File: src/rtl/y_serial_arith.sv
// Bit-serial adder/subtractor: one full-adder cell processes one bit per clock,
// LSB first. Results appear on z/cout/ovf only when an operation completes.
module y_serial_arith #(
   parameter int WIDTH = 32
) (
   input  logic             clk,
   input  logic             rst_n,
   input  logic             start,
   input  logic             ctrl,
   input  logic [WIDTH-1:0] a,
   input  logic [WIDTH-1:0] b,
   output logic             busy,
   output logic             done,
   output logic [WIDTH-1:0] z,
   output logic             cout,
   output logic             ovf,
   output logic [1:0]       state_dbg
);

   localparam int CW = $clog2(WIDTH + 1);

   typedef enum logic [1:0] {
      IDLE = 2'd0,
      RUN  = 2'd1,
      DONE = 2'd2
   } state_t;

   state_t           state, state_nxt;
   logic             load;
   logic             bits_done;
   logic [CW-1:0]    cnt;
   logic [WIDTH-1:0] a_sh, b_sh, acc;
   logic             carry, c_msb;
   logic             sum_bit, carry_nxt;

   // Handshake: start is honoured only in IDLE or DONE (load=1); while busy it
   // is ignored and a/b/ctrl are not sampled. done is a one-cycle pulse.
   assign bits_done = (cnt == CW'(WIDTH));
   assign sum_bit   = a_sh[0] ^ b_sh[0] ^ carry;
   assign carry_nxt = (a_sh[0] & b_sh[0]) | (a_sh[0] & carry) | (b_sh[0] & carry);
   assign state_dbg = state;

   always_ff @(posedge clk or negedge rst_n) begin
      if (!rst_n) state <= IDLE;
      else        state <= state_nxt;
   end

   always_comb begin
      state_nxt = state;
      busy      = 1'b0;
      done      = 1'b0;
      load      = 1'b0;
      case (state)
         IDLE: begin
            if (start) begin
               load      = 1'b1;
               state_nxt = RUN;
            end
         end
         RUN: begin
            busy = 1'b1;
            if (bits_done) state_nxt = DONE;
         end
         DONE: begin
            done = 1'b1;
            if (start) begin
               load      = 1'b1;
               state_nxt = RUN;
            end else begin
               state_nxt = IDLE;
            end
         end
         default: state_nxt = IDLE;
      endcase
   end

   // Subtraction is a + ~b + 1: the +1 enters as the initial carry.
   always_ff @(posedge clk or negedge rst_n) begin
      if (!rst_n) begin
         a_sh  <= '0;
         b_sh  <= '0;
         acc   <= '0;
         carry <= 1'b0;
         c_msb <= 1'b0;
         cnt   <= '0;
         z     <= '0;
         cout  <= 1'b0;
         ovf   <= 1'b0;
      end else if (load) begin
         a_sh  <= a;
         b_sh  <= ctrl ? ~b : b;
         carry <= ctrl;
         cnt   <= '0;
         acc   <= '0;
      end else if (state == RUN) begin
         if (!bits_done) begin
            acc   <= {sum_bit, acc[WIDTH-1:1]};
            a_sh  <= {1'b0, a_sh[WIDTH-1:1]};
            b_sh  <= {1'b0, b_sh[WIDTH-1:1]};
            carry <= carry_nxt;
            cnt   <= cnt + CW'(1);
            if (cnt == CW'(WIDTH - 1)) c_msb <= carry;
         end else begin
            // Publish the completed result on the transition into DONE.
            z    <= acc;
            cout <= carry;
            ovf  <= carry ^ c_msb;
         end
      end
   end

endmodule

File: config.mk
export PLATFORM = sky130hd
export DESIGN_NAME = y_serial_arith
export DESIGN_NICKNAME = d
export VERILOG_FILES = /design/src/rtl/y_serial_arith.sv
export SDC_FILE = /design/constraint.sdc
export NUM_CORES = 1
export LEC_CHECK = 0
export ABC_AREA = 1
export ABC_CLOCK_PERIOD_IN_PS = 2700
export CORE_MARGIN = 3
export CORE_UTILIZATION = 58
export CTS_CLUSTER_SIZE = 40
export DETAILED_ROUTE_END_ITERATION = 7
export PLACE_DENSITY_LB_ADDON = 0.2
export SYNTH_ARGS = -nofsm -noshare
export SYNTH_HDL_FRONTEND = slang
export SYNTH_SLANG_ARGS = --single-unit
export TNS_END_PERCENT = 50
File: constraint.sdc
create_clock -name clk -period 2.7 [get_ports clk]
set_clock_uncertainty 0.15 [all_clocks]
set_input_delay 0.27 -clock clk [delete_from_list [all_inputs] [get_ports clk]]
set_output_delay 0.27 -clock clk [all_outputs]
set_load 0.05 [all_outputs]
==> results.py, run 1 <==
metrics = {
    "setup_path": {
        "endpoint_kind": "output port",
        "reg2reg_depth": 9,
        "cp.arrival_ns": 1.86,
        "reg2reg_setup_slack_ns": 0.57,
        "crit_required_ns": 2.28,
        "path_class": "reg2out",
        "r2r_end": "acc[31]$_DFFE_PN0P_",
        "r2r-start": "cnt[0]$_DFFE_PN0P_",
        "critical_path.max_fanout": 5,
        "cp-start-kind": "flip-flop",
    },
    "sta": {
        "fmax_ghz": 0.4378,
        "timing.final.crit_share_pct": 84.60,
        "max_slew.worst_pin.slew_ns": 0.6519,
        "timing.setup.tns_ns": 0,
        "setup_viol": 0,
        "hold_viol": 0,
        "max-slew-margin-rel_pct": 56.54,
        "rsz0062_at_grt": "no",
        "hold-worst-slack_ns": 0.2654,
        "fin_crit_ns": 2.284,
        "maxSlewViolCount": 0,
    },
    "finish": {
        "nets": 1046,
        "final_area_um2": 8494,
        "final_cells": 1127,
        "area_growth_syn_to_layout_pct": 25.86,
        "utilization_pct": 76.35,
        "drive_above_1_share_pct": 5.370,
        "n_fill_cell": 836,
        "n_antenna_cell": 0,
    },
    "route": {
        "m1WireLength_mm": 6.087,
        "vias_per_cell": 4.917,
        "wl_met3_um": 513,
        "route.met2.wl_mm": 6.595,
        "wl_mm": 13.45,
        "drt-pass1-iter-count": 5,
        "dr.max_layer_used": "met4",
        "wl_per_cell_um": 11.93,
        "initialDrtViolationCount": 367,
        "ant_nets": 0,
        "num_vias": 5542,
        "drc": 0,
    },
    "synth": {
        "synth_edf_count": 0,
        "synth-seq-cells": 140,
        "yosysSeqAreaShare_pct": 51.91,
        "yosys-top-cells-area": "dfrtp_1 (52%), nand2_1 (20%), inv_1 (5.3%)",
        "syn_nets": 956,
        "ys_dominant_reg_cell": "dfrtp_1",
        "ys_top_cells_by_count": "nand2_1 (358), dfrtp_1 (140), inv_1 (96), nor2_1 (89), o21ai_0 (70)",
        "syn-cell-area_um2": 6749,
        "syn_avg_cell_area_um2": 7.626,
        "synth_top_area_cell": "dfrtp_1",
        "ys_warn_count": 0,
        "synth_cells": 885,
        "async_flop_share_pct": 100.0,
        "synth.most_common_cell": "nand2_1",
        "post_synth_num_cell_types": 22,
        "synth_top_area_share_pct": 51.91,
    },
    "clock_network": {
        "clock_latency_ns": 0.41,
        "cts-resized-gates": 0,
        "clock_path_buffers": 2,
        "clk_pin_slew_ns": 0.06,
        "post_cts_buffers": 0,
        "numCtsBuffers": 17,
        "cts_sinks": 140,
        "cts_tree": "done",
        "htree_levels": 4,
        "root_buffer": "clkbuf_16",
    },
    "grt": {
        "grt_pass1_wl_mm": 23.83,
        "grt-ovfl-total": 0,
        "grt_pass1_vias": 5457,
        "grt.total_usage_pct": 22.58,
        "antenna_found_initial": 0,
        "grt_start_max_net_pins": 100,
    },
    "floorplanning": {
        "fp.dieW_um": 113.9,
        "fp-row-count": 38,
        "initial_core_util_pct": 60.66,
        "dieHeight_um": 113.9,
        "io-pin-count": 106,
        "design.core.area_um2": 11130,
        "die-area_um2": 12970,
    },
    "pwr": {
        "p_per_area_nw_per_um2": 1042,
        "p_leak_nw": 4.359,
        "peakVddDrop_mv": 0.6907,
    },
    "hold_path": {
        "hp-class": "in2reg",
        "hp-start": "a[31]",
        "min_to": "a_sh[31]$_DFFE_PN0P_",
        "holdPathStages": 3,
    },
    "place": {
        "post-place-cells": 1095,
        "port_buffers": 105,
        "dp_hpwl_mm": 8.408,
        "placedInstanceArea_um2": 7851,
        "gp_congestion": 0.7872,
    },
    "flow_run": {
        "cap_violations": 0,
    },
    "run_status": {
        "status": "finished clean",
    },
}
[worst max path at each step]
stage,start,cells after the start,endpoint
global route,state_dbg[0]$_DFFE_PN0P_,3,busy
finish,state_dbg[0]$_DFFE_PN0P_,3,busy
global placement,cnt[0]$_DFFE_PN0P_,9,acc[31]$_DFFE_PN0P_
CTS,state_dbg[0]$_DFFE_PN0P_,3,busy
detailed placement,start,7,a_sh[18]$_DFFE_PN0P_
floorplan,state_dbg[0]$_DFFE_PN0P_,7,a_sh[1]$_DFFE_PN0P_
[power by group]
group          internal [mW]  switching, mW  total [mW]
sequential              2.79          0.340        3.13
clock                   1.62          0.859        2.47
combinational           1.14           2.11        3.25
total                   5.54           3.31        8.85
[cell type report]
cell class | instances | area, um^2 | area share (%)
Inverter | 99 | 371.6 | 4.375
Multi-Input combinational cell | 598 | 2619 | 30.83
Sequential cell | 140 | 3503 | 41.24
Timing Repair Buffer | 119 | 1192 | 14.04
Tap cell | 140 | 175.2 | 2.062
Clock buffer | 21 | 470.5 | 5.538
Clock inverter | 10 | 162.7 | 1.915
[critical path, stage by stage, from the launching register on]
cell	delay (ns)
dfrtp_1	0.38
inv_2	0.08
nor2_4	0.14
clkdlybuf4s50_1	0.85
[placed cells by master, fill, tap and decap left out, types with 3 or more instances in the layout]
cell / Yosys / final
nor2_1: 89 / 89
nand3_1: 5 / 5
bufinv_16: 0 / 4
nor2_4: 3 / 3
nand4_1: 3 / 3
nand2_1: 358 / 358
buf_12: 0 / 3
buf_4: 5 / 10
clkdlybuf4s50_1: 0 / 103
dfrtp_1: 140 / 140
xnor2_1: 32 / 32
clkbuf_16: 0 / 17
a21oi_1: 31 / 31
inv_1: 96 / 96
clkbuf_8: 0 / 3
o21ai_0: 70 / 70
[what timing repair did]
item                                    CTS  global route
hold endpoints to repair                 69             0
endpoints found under the setup margin    0             0
hold buffers                              1             0
[flip-flops by register name, indices dropped and copies added, names as in the netlist, 2 cells and up]
signal	count
a_sh	32
acc	32
b_sh	32
z	32
cnt	6
state_dbg	2
[stage by stage]
| step | setup slack, ns | power, mW |
|---|---|---|
| after floorplan | 0.6753 | 5.575 |
| after global placement | 0.6045 | 6.279 |
| after detailed placement | 0.5898 | 6.388 |
| after CTS | 0.3888 | 8.912 |
| after global routing | 0.3546 | 9.540 |
| final | 0.4158 | 8.854 |
[logic make-up after synthesis]
group	count (synthesis)	share of synthesized area (%)
adders and majority gates	3	0.6674
AOI/OAI and AO/OA	101	7.490
xor gates and xnor gates	33	4.283
DFF	140	51.91
buffers and inverters	147	9.362
and+or+nand+nor	461	26.29
[layer usage]
metal	vias up	global-route usage, %
met2	126	38.67
met5	-	0
met3	22	4.191
met4	0	8.947
met1	2560	28.47
li1	2834	-
(Power assumes the default switching activity.)
==> inputs of run 2 (changes only) <==
--- a/config.mk
+++ b/config.mk
@@ -6,9 +6,9 @@
 export NUM_CORES = 1
 export LEC_CHECK = 0
 export ABC_AREA = 1
-export ABC_CLOCK_PERIOD_IN_PS = 2700
+export ABC_CLOCK_PERIOD_IN_PS = 2200
 export CORE_MARGIN = 3
-export CORE_UTILIZATION = 58
+export CORE_UTILIZATION = 54
 export CTS_CLUSTER_SIZE = 40
 export DETAILED_ROUTE_END_ITERATION = 7
 export PLACE_DENSITY_LB_ADDON = 0.2
==> constraint.sdc (replaced) <==
create_clock -name clk -period 2.2 [get_ports clk]
set_clock_uncertainty 0.15 [all_clocks]
set_input_delay 0.22 -clock clk [delete_from_list [all_inputs] [get_ports clk]]
set_output_delay 0.22 -clock clk [all_outputs]
set_load 0.05 [all_outputs]
==> run 2 against run 1 <==
Sequential cell count unchanged; routed wire length increased by 0.28%; via count decreased by 0.43%; non-clock buffer count increased by 3; clock power increased by 13%; cell count increased by 2.8%; first-iteration DRC count decreased by 4.9%; global-route usage decreased by 1.6 points; critical path depth decreased by 2; die area increased by 7.0%; clock-buffer cell count unchanged; highest routed layer unchanged; sequential share of layout area decreased by 0.40 points.
==> results.py, run 2 (same netlist as run 1, synthesis figures left out) <==
metrics = {
    "pwr": {
        "peakVddDrop_mv": 0.6358,
        "p_leak_nw": 4.373,
        "p_per_area_nw_per_um2": 1253,
    },
    "grt": {
        "grt.total_usage_pct": 21.02,
        "antenna_found_initial": 0,
        "grt_pass1_vias": 5293,
        "grt_start_max_net_pins": 60,
        "grt_pass1_wl_mm": 24.01,
        "grt-ovfl-total": 0,
    },
    "route": {
        "vias_per_cell": 4.761,
        "wl_per_cell_um": 11.64,
        "drc": 0,
        "wl_mm": 13.49,
        "drt-pass1-iter-count": 4,
        "initialDrtViolationCount": 349,
        "num_vias": 5518,
        "ant_nets": 0,
    },
    "sta": {
        "setup_viol": 0,
        "hold_viol": 0,
        "maxSlewViolCount": 0,
        "rsz0062_at_grt": "no",
        "timing.final.crit_share_pct": 95.49,
        "fin_crit_ns": 2.101,
        "max-slew-margin-rel_pct": 63.19,
        "max_slew.worst_pin.slew_ns": 0.5521,
        "timing.setup.tns_ns": 0,
        "hold-worst-slack_ns": 0.1914,
        "fmax_ghz": 0.4760,
    },
    "setup_path": {
        "cp-start-kind": "flip-flop",
        "cp_slowest_cell": "clkdlybuf4s50_1",
        "endpoint_kind": "output port",
        "cp_slowest_stage_delay_ns": 0.85,
        "cp.arrival_ns": 1.73,
        "critical_path.max_fanout": 3,
        "cp_cell_sequence": "clkdlybuf4s50_1",
        "critPathTopFamily": "buffers and inverters",
        "crit_required_ns": 1.83,
        "path_class": "reg2out",
        "path_buf_inv": 1,
    },
    "clock_network": {
        "cts_tree": "done",
        "cts_sinks": 140,
        "numCtsBuffers": 17,
        "clock_latency_ns": 0.41,
        "clk_pin_slew_ns": 0.06,
        "clock_path_buffers": 2,
        "htree_levels": 4,
        "root_buffer": "clkbuf_16",
    },
    "floorplanning": {
        "fp.dieW_um": 117.8,
        "io-pin-count": 106,
        "fp-row-count": 40,
        "initial_core_util_pct": 55.72,
        "design.core.area_um2": 12110,
        "die-area_um2": 13880,
        "dieHeight_um": 117.8,
    },
    "place": {
        "dp_hpwl_mm": 8.587,
        "port_buffers": 105,
        "gp_congestion": 0.7881,
    },
    "finish": {
        "n_fill_cell": 1000,
        "drive_above_1_share_pct": 5.954,
        "final_cell_mix": "nand2_1 (358), dfrtp_1 (140), clkdlybuf4s50_1 (101), inv_1 (96), nor2_1 (89)",
        "area_growth_syn_to_layout_pct": 27.09,
        "layout_commonest_cell": "nand2_1",
        "nets": 1049,
        "n_antenna_cell": 0,
    },
    "run_status": {
        "status": "finished clean",
    },
    "hold_path": {
        "hp-class": "in2reg",
    },
    "flow_run": {
        "cap_violations": 0,
    },
}
run 2: metal layers:
| metal | up-vias | part of all wire (%) | GRT usage [%] |
|---|---|---|---|
| li1 | 2848 | - | - |
| met3 | 9 | 5.2 | 5.526 |
| met1 | 2525 | 44 | 27.29 |
| met5 | - | 0 | 0 |
| met2 | 136 | 49 | 34.71 |
| met4 | 0 | 0.90 | 6.593 |
run 2: layout make-up:
cell class	instances	area [um^2]	share of cell area, %
sequential	140	3503	40.85
multi-input combinational	598	2619	30.53
tap	168	210.2	2.451
clock inverter	11	117.6	1.371
inverter	99	371.6	4.333
clock buffer	21	470.5	5.485
timing repair buffer	122	1285	14.98
run 2: timing repair:
item	4_1_cts	5_1_grt
hold buffers	1	0
resized for setup	0	0
setup buffers	0	0
endpoints found under the hold margin	57	0
run 2: power by group:
group	switching [mW]	total (mW)	internal (mW)
Clock	1.05	2.80	1.75
Combinational	2.61	4.10	1.48
Sequential	0.423	3.85	3.43
Total	4.09	10.7	6.66
run 2: stage by stage:
step / instance area [um^2] / worst slack (ns) / utilization [%] / power (mW) / std cells
CTS: 8577 / 0.07995 / 70.82 / 10.85 / 1159
global placement: 7979 / 0.4132 / 65.88 / 7.863 / 1126
global route: 8577 / 0.06045 / 70.82 / 11.61 / 1159
floorplan: 6749 / 0.1753 / - / 6.843 / 885
finish: 8577 / 0.09920 / 70.82 / 10.75 / 1159
detailed placement: 7979 / 0.3621 / 65.88 / 7.973 / 1126
run 2: path summary, 6_finish.rpt:
check / from / to / slack [ns] / cells after the start
min: a[31] / a_sh[31]$_DFFE_PN0P_ / 0.19 / 3
min reg2reg: b_sh[15]$_DFFE_PN0P_ / b_sh[15]$_DFFE_PN0P_ / 0.32 / 2
min in group asynchronous: rst_n / z[25]$_DFFE_PN0P_ / 0.20 / 2
max in group asynchronous: rst_n / cnt[4]$_DFFE_PN0P_ / 1.06 / 3
max reg2reg: cnt[0]$_DFFE_PN0P_ / b_sh[3]$_DFFE_PN0P_ / 0.34 / 9
max: state_dbg[1]$_DFFE_PN0P_ / state_dbg[1] / 0.1 / 1
==> RTL change 1, RTL diff (config.mk and constraints of run 2) <==
Reset style: synchronous (`rst_n`), changed in 2 clocked blocks.
--- a/src/rtl/y_serial_arith.sv
+++ b/src/rtl/y_serial_arith.sv
@@ -42,3 +42,3 @@
 
-   always_ff @(posedge clk or negedge rst_n) begin
+   always_ff @(posedge clk) begin
       if (!rst_n) state <= IDLE;
@@ -77,3 +77,3 @@
    // Subtraction is a + ~b + 1: the +1 enters as the initial carry.
-   always_ff @(posedge clk or negedge rst_n) begin
+   always_ff @(posedge clk) begin
       if (!rst_n) begin
Check against the original RTL: differs if rst_n is asserted again (counterexample within 4 cycles, from zero or initial values and one cycle with rst_n low); with rst_n held inactive, the same outputs for 10 cycles.
==> RTL change 1 against run 2 <==
Global-route usage increased by 1.5 points. Largest cell class is now multi-input combinational cells. Die area fell by 5.0%. Area after synthesis decreased by 5.3%. Setup slack lost 0.0094 ns. Routed wire length is 5.8% higher. Sequential cell count stayed put. Critical path depth unchanged. Final area decreased by 6.1%.
Power is not compared: it rests on default switching activity, and its combinational part moved more than twofold at a synthesized area within 25%.
==> RTL change 1: results (changes against run 2) <==
period_minus_slack_ns: 2.11  # +0.00943 ns
drt_pre_antenna_iters: 5  # +1
min_path_type: "input pin to flop"
synthTopCellsByCount: "nand2_1, nor2_1, dfxtp_1"
cts-resized-gates: 1  # +1
syn-num-nets: 1023  # +7.0%
synth-seq-area-share_pct: 43.9  # -8.1 points
synthFlopType: "dfxtp_1"
critPathMaxFanout: 3  # unchanged
io_buffer_count: 105  # unchanged
r2r_cells: 10  # +1
critical_path.startpoint: "state_dbg[1]"
cp.arrival_ns: 1.74
p_leak_nw: 3.39
gp_congestion: 0.801  # +1.7%
rrSetupSlack_ns: 0.24  # -0.10 ns
endpoint: "state_dbg[1]"
place_ws_ns: -0.143  # -0.505 ns
n_fill_cell: 990  # -1.0%
synth_cell_types: 30  # +36%
path_clk_slew_ns: 0.06  # about the same
rr_endpoint: "a_sh[29]"
cts_buffers: 17  # unchanged
cts_setup_buffers: 0  # unchanged
fin_nets: 1100  # +4.9%
relSlewSlack_pct: 55.6  # -7.5 points
synthTopCellsByArea: "dfxtp_1, nand2_1, nor2_1"
cpPeakStageDelay_ns: 0.86
avgRoutedWirePerCell_um: 12.0  # +3.5%
place_area_mm2: 0.00747  # -6.3%
drive_gt1_share_pct: 5.85  # -0.099 points
clockBufferDepth: 2  # unchanged
synth_warnings: 0  # unchanged
grt_pass1_vias: 5372  # +1.5%
crit_family: "buffers and inverters"
drtIter0Drc: 417  # +19%
multi_input_comb_area_mm2: 0.00309  # +18%
htree_levels: 4  # unchanged
grt_max_degree: 59  # -1.7%
diodes: 0  # unchanged
grtUsageTotal_pct: 22.5  # +1.5 points
grt_pass1_wl_um: 24100  # +0.49%
ctsRootBufferMaster: "clkbuf_16"
async_reset_ff_share_pct: 0  # -100 points
worst_slew_pin_slew_ns: 0.664  # +0.112 ns
insertion_delay_ns: 0.42
r2r-start: "cnt[0]"
crit_slowest_cell: "clkdlybuf4s50_1"
num_vias: 6024  # +9.2%
status: "complete, no violations"
vdd_drop_max_mv: 0.442
dpl.hpwl_um: 8820  # +2.7%
antenna_found_initial: 0  # unchanged
-- RTL change 1: changes by cell type in the layout (fill, tap and decap cells not counted), sizes merged, moves of 4 or more --
cell,run 2,this run
dfrtp,140,0
dfxtp,0,140
nor2,93,205
nand2,360,261
nand3,5,81
inv,98,41
xnor2,32,2
a21oi,31,59
o21ai,70,79
clkbuf,21,25
clkinvlp,5,1
nand3b,0,4
-- RTL change 1: logic make-up after synthesis --
family / share of synthesized area, %
buffers and inverters: 7.97
flip-flops: 43.9
AND/OR/NAND/NOR: 35.7
adder cells (fa/ha/maj): 0.705
AO/OA/AOI/OAI: 11.0
XOR/XNOR: 0.685
-- RTL change 1: power by group --
part           internal, mW  switching (mW)  total, mW
registers              2.66          0.0658       2.73
clock network          1.75            1.00       2.75
logic                 0.342           0.481      0.823
total                  4.75            1.55       6.30
-- RTL change 1: per-stage QoR --
stage	setup TNS [ns]	instances
after global routing	0	1185
final	0	1185
after floorplan	0	952
after global placement	-1.27	1153
after CTS	0	1185
after detailed placement	-1.69	1153
-- RTL change 1: cell type report --
| type | instances | area share (%) |
|---|---|---|
| flip-flops and latches | 140 | 34.8 |
| clock inverters | 7 | 1.09 |
| multi-input cells | 704 | 38.4 |
| well taps | 143 | 2.22 |
| repair buffers | 123 | 15.4 |
| inverters | 43 | 2.00 |
| clock buffers | 25 | 6.03 |
-- RTL change 1: worst min-delay path by stage --
stage,from,to,slack (ns),depth (start not counted)
3_5_place_dp,c_msb,c_msb,0.32,2
4_1_cts,ctrl,b_sh[30],0.17,6
6_report,ctrl,b_sh[30],0.19,6
5_1_grt,a[31],a_sh[31],0.21,3
2_1_floorplan,a[31],a_sh[31],0.22,2
3_3_place_gp,z[13],z[13],0.31,2
-- RTL change 1: routing by layer --
layer,vias to the layer above,part of all wire (%),routed length (um),global-route usage [%]
met1,2694,46,6610,28.8
met3,8,5.5,780,5.89
met2,148,48,6790,37.3
met5,-,0,0,0
met4,0,0.65,93,7.43
li1,3174,-,-,-
==> RTL change 2, RTL diff (config.mk and constraints of run 2) <==
Made on the original files. `WIDTH`: 32 -> 64.
--- a/src/rtl/y_serial_arith.sv
+++ b/src/rtl/y_serial_arith.sv
@@ -3,3 +3,3 @@
 module y_serial_arith #(
-   parameter int WIDTH = 32
+   parameter int WIDTH = 64
 ) (
Interface: changed (resized a, b and z); port bits go from 106 to 202. No check against the original RTL was run, so the function may have changed too.
==> RTL change 2 against run 2 <==
Register-to-register slack got worse by 0.16 ns. Routed wire length is 130% higher. Setup slack worse by 0.0096 ns. Die area rose by 87%. Area after synthesis up 92%. Total power up 120%. Sequential cell count rose by 129. Sequential power rose by 110%. Combinational power is 150% higher. Core utilization fell by 1.6 points. Final area is 90% higher. Largest power group unchanged. Via count grew 100%.
==> RTL change 2: results (changes against run 2) <==
synth_xor_area_share_pct: 4.39  # +0.11 points
r2r_cells: 9  # unchanged
htree_levels: 1  # -3
worstHoldPathCells: 3  # unchanged
fin_nets: 1939  # +85%
n_fill_cell: 1969  # +97%
post_synth.cell_area_avg_um2: 7.83  # +2.7%
worst_slew_pin_slew_ns: 0.612  # +0.0597 ns
place_ws_ns: 0.223  # -0.139 ns
drt_pre_antenna_iters: 7  # +3
dp.cells: 2090  # +86%
num_vias: 11200  # +100%
drtIter0Drc: 775  # +120%
critPathMaxFanout: 2  # -1
syn-num-nets: 1790  # +87%
crit_family: "buffers and inverters"
cts_buffers: 27  # +10
synthTopCellsByCount: "nand2_1, nand3_1, dfrtp_1"
gp_congestion: 0.803  # +1.9%
synth_cell_types: 20  # -9.1%
synthTopCellsByArea: "dfrtp_1, nand2_1, nand3_1"
clockBufferDepth: 3  # +1
drive_gt1_share_pct: 5.32  # -0.63 points
ctsRootBufferMaster: "clkbuf_16"
antenna_found_initial: 0  # unchanged
status: "complete, no violations"
dpl.hpwl_um: 19700  # +130%
synth_adder_area_share_pct: 0.347  # -0.32 points
async_reset_ff_share_pct: 100  # unchanged
grt_pass1_wl_um: 53700  # +120%
viasPerCell: 5.23  # +9.8%
cpPeakStageDelay_ns: 0.82  # -0.03 ns
place_area_mm2: 0.0153  # +92%
synth-seq-area-share_pct: 51.9  # about the same
p_leak_nw: 8.17  # +87%
insertion_delay_ns: 0.53  # +0.12 ns
synth_compound_area_share_pct: 4.07  # -3.4 points
avgRoutedWirePerCell_um: 14.7  # +27%
vdd_drop_max_mv: 0.981  # +54%
min_path_type: "input pin to flop"
grt_max_degree: 113  # +88%
yosysTopAreaCell: "dfrtp_1"
cp.arrival_ns: 1.74
crit_slowest_cell: "clkdlybuf4s50_1"
path_clk_slew_ns: 0.07
ff_latch_area_mm2: 0.00673  # +92%
io_buffer_count: 201  # +91%
grtUsageTotal_pct: 24.5  # +3.5 points
RTL change 2: cell families after synthesis:
| group | Yosys count |
|---|---|
| buf+inv | 234 |
| simple gates | 979 |
| flops | 269 |
| fa+ha+maj | 3 |
| xor+xnor | 65 |
| compound gates | 105 |
RTL change 2: worst register-to-register path, delay by kind of cell (launching register included):
kind	cells	cell delay, ns
simple gates	5	0.69
fa+ha+maj	1	0.14
flops	1	0.42
buf+inv	3	0.56
RTL change 2: path summary, 6_finish.rpt:
check                      slack, ns    from        to
setup reg to reg                0.18  cnt[0]   acc[53]
min in group asynchronous       0.11   rst_n  b_sh[28]
setup / recovery                0.09   z[22]     z[22]
hold / removal                   0.1   a[63]  a_sh[63]
hold reg to reg                 0.33  acc[0]      z[0]
max in group asynchronous       1.05   rst_n      z[9]
RTL change 2: timing repair:
item	CTS	global route
setup endpoints to repair	4	1
endpoints found under the hold margin	92	0
hold buffers	1	0
pin swaps	0	1
setup buffers	0	3
resized for setup	6	0
RTL change 2: cell type report:
type                            instances  share of cell area, %
Timing Repair Buffer                  243                   15.7
Inverter                              111                   2.56
Tap cell                              319                   2.45
Clock buffer                           37                   4.75
Clock inverter                         11                  0.967
Sequential cell                       269                   41.3
Multi-Input combinational cell       1152                   32.2
RTL change 2: metal layers:
metal	part of all wire (%)	global-route usage [%]
met5	0	0
met4	2.1	6.10
met3	6.7	4.33
met2	46	38.1
met1	45	36.0
RTL change 2: power by group:
| group | total, mW | internal, mW | switching [mW] | leakage, nW |
|---|---|---|---|---|
| clock network | 4.82 | 2.92 | 1.91 | 0.461 |
| registers | 8.18 | 7.07 | 1.11 | 3.52 |
| logic | 10.2 | 3.54 | 6.64 | 4.18 |
